## config.mk

```make
export PLATFORM = sky130hd
export DESIGN_NAME = ff_sync_filter
export DESIGN_NICKNAME = d
export VERILOG_FILES = /design/src/rtl/ff_sync_pkg.sv /design/src/rtl/ff_sync_filter_channel.sv /design/src/rtl/ff_sync_filter.sv
export SDC_FILE = /design/constraint.sdc
export NUM_CORES = 1
export LEC_CHECK = 0
export ABC_AREA = 1
export BUFFER_PORTS_ARGS = -buffer_cell sky130_fd_sc_hd__buf_4
export CAP_MARGIN = 15
export CORE_AREA = 2 2 39 41
export DETAILED_ROUTE_END_ITERATION = 10
export DIE_AREA = 0 0 41 43
export GPL_TIMING_DRIVEN = 0
export PLACE_DENSITY = 0.37
export SLEW_MARGIN = 30
export SYNTH_ARGS = -nofsm -noshare
export SYNTH_HDL_FRONTEND = slang
export SYNTH_SLANG_ARGS = --single-unit
```

## constraint.sdc

```tcl
create_clock -name clk -period 1.3 [get_ports clk]
set_input_delay 0 -clock clk [delete_from_list [all_inputs] [get_ports clk]]
set_output_delay 0 -clock clk [all_outputs]
set_load 0.005 [all_outputs]
```

## src/rtl/ff_sync_pkg.sv

```systemverilog
// rtl/ff_sync_pkg.sv - shared constants and sizing helper for the ff_sync_filter block
package ff_sync_pkg;

  localparam int unsigned SYNC_MIN_STAGES = 2;

  function automatic int unsigned filter_cnt_width(input int unsigned cycles);
    int unsigned w;
    w = $clog2(cycles + 1);
    return (w < 1) ? 1 : w;
  endfunction

endpackage

```

## src/rtl/ff_sync_filter_channel.sv

```systemverilog
// rtl/ff_sync_filter_channel.sv - one channel's glitch filter, filtered level and edge strobes
// Edge flops are built only when FF_SYNC_FILTER_EDGE_EN is defined.
module ff_sync_filter_channel
  import ff_sync_pkg::*;
#(
  parameter int unsigned FILTER_CYCLES = 4,
  parameter logic        RESET_BIT     = 1'b0
) (
  input  logic i_clk,
  input  logic i_reset,
  input  logic i_s,
  output logic o_level,
  output logic o_rise,
  output logic o_fall
);

  generate
    if (FILTER_CYCLES == 0) begin : g_bypass
      assign o_level = i_s;
`ifdef FF_SYNC_FILTER_EDGE_EN
      // Level is the chain output itself, so remember last cycle's value to spot the change.
      logic r_prev;
      always_ff @(posedge i_clk or posedge i_reset) begin
        if (i_reset) r_prev <= RESET_BIT;
        else         r_prev <= i_s;
      end
      assign o_rise = i_s & ~r_prev;
      assign o_fall = ~i_s & r_prev;
`else
      assign o_rise = 1'b0;
      assign o_fall = 1'b0;
`endif
    end else begin : g_filter
      localparam int unsigned CW = filter_cnt_width(FILTER_CYCLES);
      localparam logic [CW-1:0] LAST = CW'(FILTER_CYCLES - 1);

      logic [CW-1:0] r_cnt;
      logic          r_level;
      logic          w_match;
      logic          w_hit;
      logic          w_next;

      assign w_match = (i_s == r_level);
      assign w_hit   = (r_cnt == LAST);
      assign w_next  = (!w_match && w_hit) ? i_s : r_level;

      always_ff @(posedge i_clk or posedge i_reset) begin
        if (i_reset) begin
          r_cnt   <= '0;
          r_level <= RESET_BIT;
        end else begin
          r_level <= w_next;
          if (w_match || w_hit) r_cnt <= '0;
          else                  r_cnt <= r_cnt + CW'(1);
        end
      end

      assign o_level = r_level;

`ifdef FF_SYNC_FILTER_EDGE_EN
      logic r_rise;
      logic r_fall;
      always_ff @(posedge i_clk or posedge i_reset) begin
        if (i_reset) begin
          r_rise <= 1'b0;
          r_fall <= 1'b0;
        end else begin
          r_rise <= w_next & ~r_level;
          r_fall <= ~w_next & r_level;
        end
      end
      assign o_rise = r_rise;
      assign o_fall = r_fall;
`else
      assign o_rise = 1'b0;
      assign o_fall = 1'b0;
`endif
    end
  endgenerate

endmodule

```

## src/rtl/ff_sync_filter.sv

```systemverilog
// rtl/ff_sync_filter.sv - multi-channel synchronizer, glitch filter and edge detector
// Optional rise/fall strobe flops: define FF_SYNC_FILTER_EDGE_EN.
module ff_sync_filter
  import ff_sync_pkg::*;
#(
  parameter int unsigned       WIDTH         = 1,
  parameter int unsigned       EXTRA_STAGES  = 0,
  parameter int unsigned       FILTER_CYCLES = 4,
  parameter logic [WIDTH-1:0]  RESET_VALUE   = '0
) (
  input  logic             clk,
  input  logic             reset,
  input  logic [WIDTH-1:0] async_data,
  output logic [WIDTH-1:0] sync_data,
  output logic [WIDTH-1:0] rise,
  output logic [WIDTH-1:0] fall
);

  localparam int SYNC_DEPTH = int'(SYNC_MIN_STAGES + EXTRA_STAGES);

`ifdef FF_SYNC_FILTER_EDGE_EN
  localparam bit NEED_CHANNELS = 1'b1;
`else
  localparam bit NEED_CHANNELS = (FILTER_CYCLES != 0);
`endif

  // Whole chain shares one attribute so every stage is kept as a synchronizer flop.
  (* ASYNC_REG = "TRUE" *) logic [WIDTH-1:0] r_sync [SYNC_DEPTH];
  logic [WIDTH-1:0] w_s;

  always_ff @(posedge clk or posedge reset) begin
    if (reset) begin
      for (int k = 0; k < SYNC_DEPTH; k++) r_sync[k] <= RESET_VALUE;
    end else begin
      r_sync[0] <= async_data;
      for (int k = 1; k < SYNC_DEPTH; k++) r_sync[k] <= r_sync[k-1];
    end
  end

  assign w_s = r_sync[SYNC_DEPTH-1];

  generate
    if (NEED_CHANNELS) begin : g_channels
      for (genvar i = 0; i < int'(WIDTH); i++) begin : g_ch
        ff_sync_filter_channel #(
          .FILTER_CYCLES (FILTER_CYCLES),
          .RESET_BIT     (RESET_VALUE[i])
        ) u_channel (
          .i_clk   (clk),
          .i_reset (reset),
          .i_s     (w_s[i]),
          .o_level (sync_data[i]),
          .o_rise  (rise[i]),
          .o_fall  (fall[i])
        );
      end
    end else begin : g_direct
      assign sync_data = w_s;
      assign rise      = '0;
      assign fall      = '0;
    end
  endgenerate

endmodule
```

Word level (Yosys, flattened, before mapping)

Index checks and enable logic that the tools add are counted.

Logic and storage cells: 11
Register bits after elaboration: 6

Reduce and logical (&&, ||, !) cells: 3
Equal/unequal tests: 2
Multiplexer cells: 1
Add/sub/neg operators: 1

Operators by type and width:

| operator                                                               | number |
|---|---|
| 3-bit by 1-bit adder with 3-bit output (second input constant)         | 1 |
| 3-bit by 2-bit equality test with 1-bit output (second input constant) | 1 |
| 3-bit 2-to-1 mux                                                       | 1 |
| 1-bit equality test                                                    | 1 |
| 1-bit logical AND                                                      | 1 |
| 1-bit logical NOT                                                      | 1 |
| 1-bit logical OR                                                       | 1 |

Longest topological paths before layout

Depth in word-level cells: 3
Depth in mapped cells: 5
Gate-level depth less buffers: 5

Cells and area by module

Synthesis repeated with hierarchy kept, for this count alone.

Cell total of the unflattened synthesis: 25
Area, all modules: 250.2 um2

By module, submodules not included:

| module                 | area an instance (um2) | cells each | times used |
|---|---|---|---|
| ff_sync_filter_channel | 196.4                  | 22         | 1 |
| ff_sync_filter         | 53.8                   | 3          | 1 |

Worst setup path before layout

OpenSTA, ideal clock, no wires.

Kind: register to register
Start point: register g_channels.g_ch[0].u_channel.g_filter.r_cnt[0]
End point: register g_channels.g_ch[0].u_channel.g_filter.r_cnt[0]
Required time: 1214 ps
Stages on the path, launching flop included: 6
Data arrival time: 967 ps
Buffers on the path: 0
Slack: 247 ps
Cell sequence: dfrtp_1 > ha_1 > ha_1 > inv_1 > nand2_1 > nor3_1

Cells in the longest elaborated chain, start to end: 3
Elaborated cells on any way between the ends: 4
Classes of those cells: 1 x add/sub; 1 x eq/ne; 1 x mux; 1 x reduce/logical

RTL lines:

| element                                                                        | line                         | RTL |
|---|---|---|
| start: declaration                                                             | ff_sync_filter_channel.sv:37 | `logic [CW-1:0] r_cnt;` |
| start signal: assignment                                                       | ff_sync_filter_channel.sv:54 | `else r_cnt <= r_cnt + CW'(1);` |
| branches (longest 2 deep; another with 3-bit by 1-bit adder with 3-bit output) | --                           |  |
| 3-bit 2-to-1 mux *                                                             | ff_sync_filter_channel.sv:53 | `if (w_match \|\| w_hit) r_cnt <= '0;` |

Every way passes the cells marked *.
A chain may end at the register's enable or synchronous reset.

Worst setup path in the final report

Same ends and word-level chain as after synthesis.

==> impl_metrics.csv <==
group,metric,value,unit
status,status,"finished, final reports clean",
layout,regArea,150,µm²
sta,drv_slew,0,
layout,fin_cells,49,
setup_path,rrSetupSlack,150,ps
sta,fin_ws,155,ps
sta,rsz0062_at_grt,"no",
logic_synthesis,ys_seq_area_share,60.9,%
logic_synthesis,avgSynthCellArea,10.3,µm²
layout,final_area,335,µm²
sta,min_period_over_period,88.1,%
setup_path,crit_path_end_kind,"register",
global_routing,track_usage,6.48,%
floorplanning,die_x,41,µm
sta,holdWs,226,ps
drt,vias,169,
global_routing,grt_max_degree,7,
layout,fillers,160,
drt,via_per_inst,3.45,
pwr,p_leak,0.178,nW
placed_design,placed_area,293,µm²
min_path,hp-class,"in2async",
logic_synthesis,syn_inst,24,
cts,postCtsResizedCells,0,
placed_design,dpl.cell_count,44,
sta,setup_viol,0,
placed_design,gp_congestion,0.699,
sta,finalHoldViolations,0,
global_routing,antenna_found_initial,0,
layout,layout-drive-gt1-share,24.2,%
floorplanning,num_rows,14,
global_routing,grt_pass1_wl,683,µm
setup_path,reg2reg_from,"g_channels.g_ch[0].u_channel.g_filter.r_cnt[0]",
setup_path,cp.required,1450,ps
pwr,p_clk_share,28.1,%
setup_path,critical_path_arrival,1300,ps
sta,fin_setup_tns,0,ps
drt,drcViolationCount,0,
drt,ant_nets,0,
layout,fin_nets,40,
placed_design,dp_worst_setup_slack,143,ps
sta,post-route-min-period,1150,ps
cts,cts_tree,"done",
sta,skew,2.52,ps
cts,clkTransAtPathRegs,40,ps
setup_path,cp_max_fo,3,
layout,antenna_cells,0,
floorplanning,fp.dieArea,1760,µm²
cts,clk_latency,240,ps
cts,numCtsBuffers,3,
drt,first_pass_iters,1,
setup_path,timing_worst_setup_path_type,"reg2reg",
drt,wirelength,359,µm
pwr,power_frac_comb,26.4,%
cts,cts_root_buf,"clkbuf_4",
cts,cts.sinks,6,
pwr,power.density,1760,nW/µm²
placed_design,dp_hpwl,295,µm
setup_path,rr_worst_depth,5,
cts,cts.path.max_buffers,2,
layout,multi_input_area,70.1,µm²
placed_design,io_buffers,3,
pwr,ir_drop,0.000574,V
pwr,power.total,0.590,mW
pwr,p_switching,0.168,mW
global_routing,grt_pass1_vias,197,
global_routing,grt-ovfl-total,0,
pwr,p_seq_share,45.6,%
logic_synthesis,syn_area,246,µm²
floorplanning,coreArea,1380,µm²
drt,drt_iter0_drc,0,
pwr,intPower,0.422,mW
floorplanning,die_h,43,µm
layout,area_growth,36.0,%
setup_path,worst_setup_path_start_kind,"register",
setup_path,timing.rr.end,"g_channels.g_ch[0].u_channel.g_filter.r_cnt[0]",
layout,fin_util,24.2,%
logic_synthesis,synth_warnings,0,
floorplanning,start_util,17.8,%
floorplanning,num_io_pins,6,
pwr,p_sw_share,28.5,%
cts,post_cts_buffers,0,
cts,htreeDepth,1,
drt,wire_per_inst,7.33,µm
sta,timing.fmax,873,MHz
flow_run,maxCapViolations,0,
logic_synthesis,yosysUniqueCellTypes,8,
logic_synthesis,synth-seq-cells,6,
-- cell families (layout without fill, tap and decap cells) --
group / after synthesis / after routing / share of synthesized area, %
and+or+nand+nor: 9 / 9 / 15.2
DFF: 6 / 6 / 60.9
buffers and inverters: 6 / 14 / 12.2
adders and majority gates: 2 / 2 / 10.2
other: 1 / 2 / 1.52
-- area by class of cell --
| type | instances | area share (%) |
|---|---|---|
| Buffer | 2 | 4.48 |
| Clock buffer | 3 | 6.72 |
| Inverter | 4 | 4.48 |
| Multi-Input combinational cell | 13 | 20.9 |
| Sequential cell | 6 | 44.8 |
| Tap cell | 16 | 5.97 |
| Timing Repair Buffer | 5 | 12.7 |
-- cells in the final DEF, fill, tap and decap left out --
cell           Yosys  routed
nor2_1             1       1
nand2_1            5       5
clkbuf_4           0       3
ha_1               2       2
conb_1             1       2
inv_1              4       4
buf_4              2       5
nor3_1             3       3
dlygate4sd3_1      0       2
dfrtp_1            6       6
-- worst max-delay path by stage --
stage	start	cells past startpoint	to	slack, ps
3_5_place_dp	g_channels.g_ch[0].u_channel.g_filter.r_cnt[0]	5	g_channels.g_ch[0].u_channel.g_filter.r_cnt[0]	140
6_report	g_channels.g_ch[0].u_channel.g_filter.r_cnt[0]	5	g_channels.g_ch[0].u_channel.g_filter.r_cnt[0]	150
5_1_grt	g_channels.g_ch[0].u_channel.g_filter.r_cnt[0]	5	g_channels.g_ch[0].u_channel.g_filter.r_cnt[0]	0.6
3_3_place_gp	g_channels.g_ch[0].u_channel.g_filter.r_cnt[0]	5	g_channels.g_ch[0].u_channel.g_filter.r_cnt[0]	150
2_1_floorplan	g_channels.g_ch[0].u_channel.g_filter.r_cnt[0]	5	g_channels.g_ch[0].u_channel.g_filter.r_cnt[0]	250
4_1_cts	g_channels.g_ch[0].u_channel.g_filter.r_cnt[0]	5	g_channels.g_ch[0].u_channel.g_filter.r_cnt[0]	130
-- power by group through the flow --
stage                     clock network (mW)  registers (mW)  logic (mW)
after CTS                              0.178           0.271       0.159
final                                  0.165           0.269       0.155
after global placement                     0           0.270       0.147
after floorplan                            0           0.268       0.103
after global routing                   0.192           0.278       0.187
after detailed placement                   0           0.274       0.154
-- repair_timing --
item / 4_1_cts / 5_1_grt
hold buffers: 2 / 0
setup endpoints to repair: 0 / 0
hold endpoints to repair: 7 / 0
-- flip-flops by register name, summed over array words and instances (netlist names) --
name / cells
r_sync: 1
g_channels.g_ch.u_channel.o_level: 1
w_s: 1
g_channels.g_ch.u_channel.g_filter.r_cnt: 3
-- synth_stat cells (all sizes together) --
| master | instances | share of area [%] |
|---|---|---|
| inv | 4 | 6.1 |
| nor3 | 3 | 6.1 |
| dfrtp | 6 | 61 |
| buf | 2 | 6.1 |
| ha | 2 | 10 |
| nor2 | 1 | 1.5 |
| nand2 | 5 | 7.6 |
| conb | 1 | 1.5 |
-- layer usage --
| layer | global-route usage [%] | part of all wire (%) | up-vias |
|---|---|---|---|
| li1 | - | - | 90 |
| met1 | 4.97 | 35 | 75 |
| met2 | 9.69 | 60 | 4 |
| met3 | 1.57 | 4.5 | 0 |
| met4 | 10.0 | 0 | 0 |
| met5 | 0 | 0 | - |
-- worst max-delay path, cell delays in order, from the launching register on --
cell     delay [ps]
dfrtp_1         370
ha_1            200
ha_1            200
inv_1            70
nand2_1          80
nor3_1          140
(Power assumes the default switching activity.)
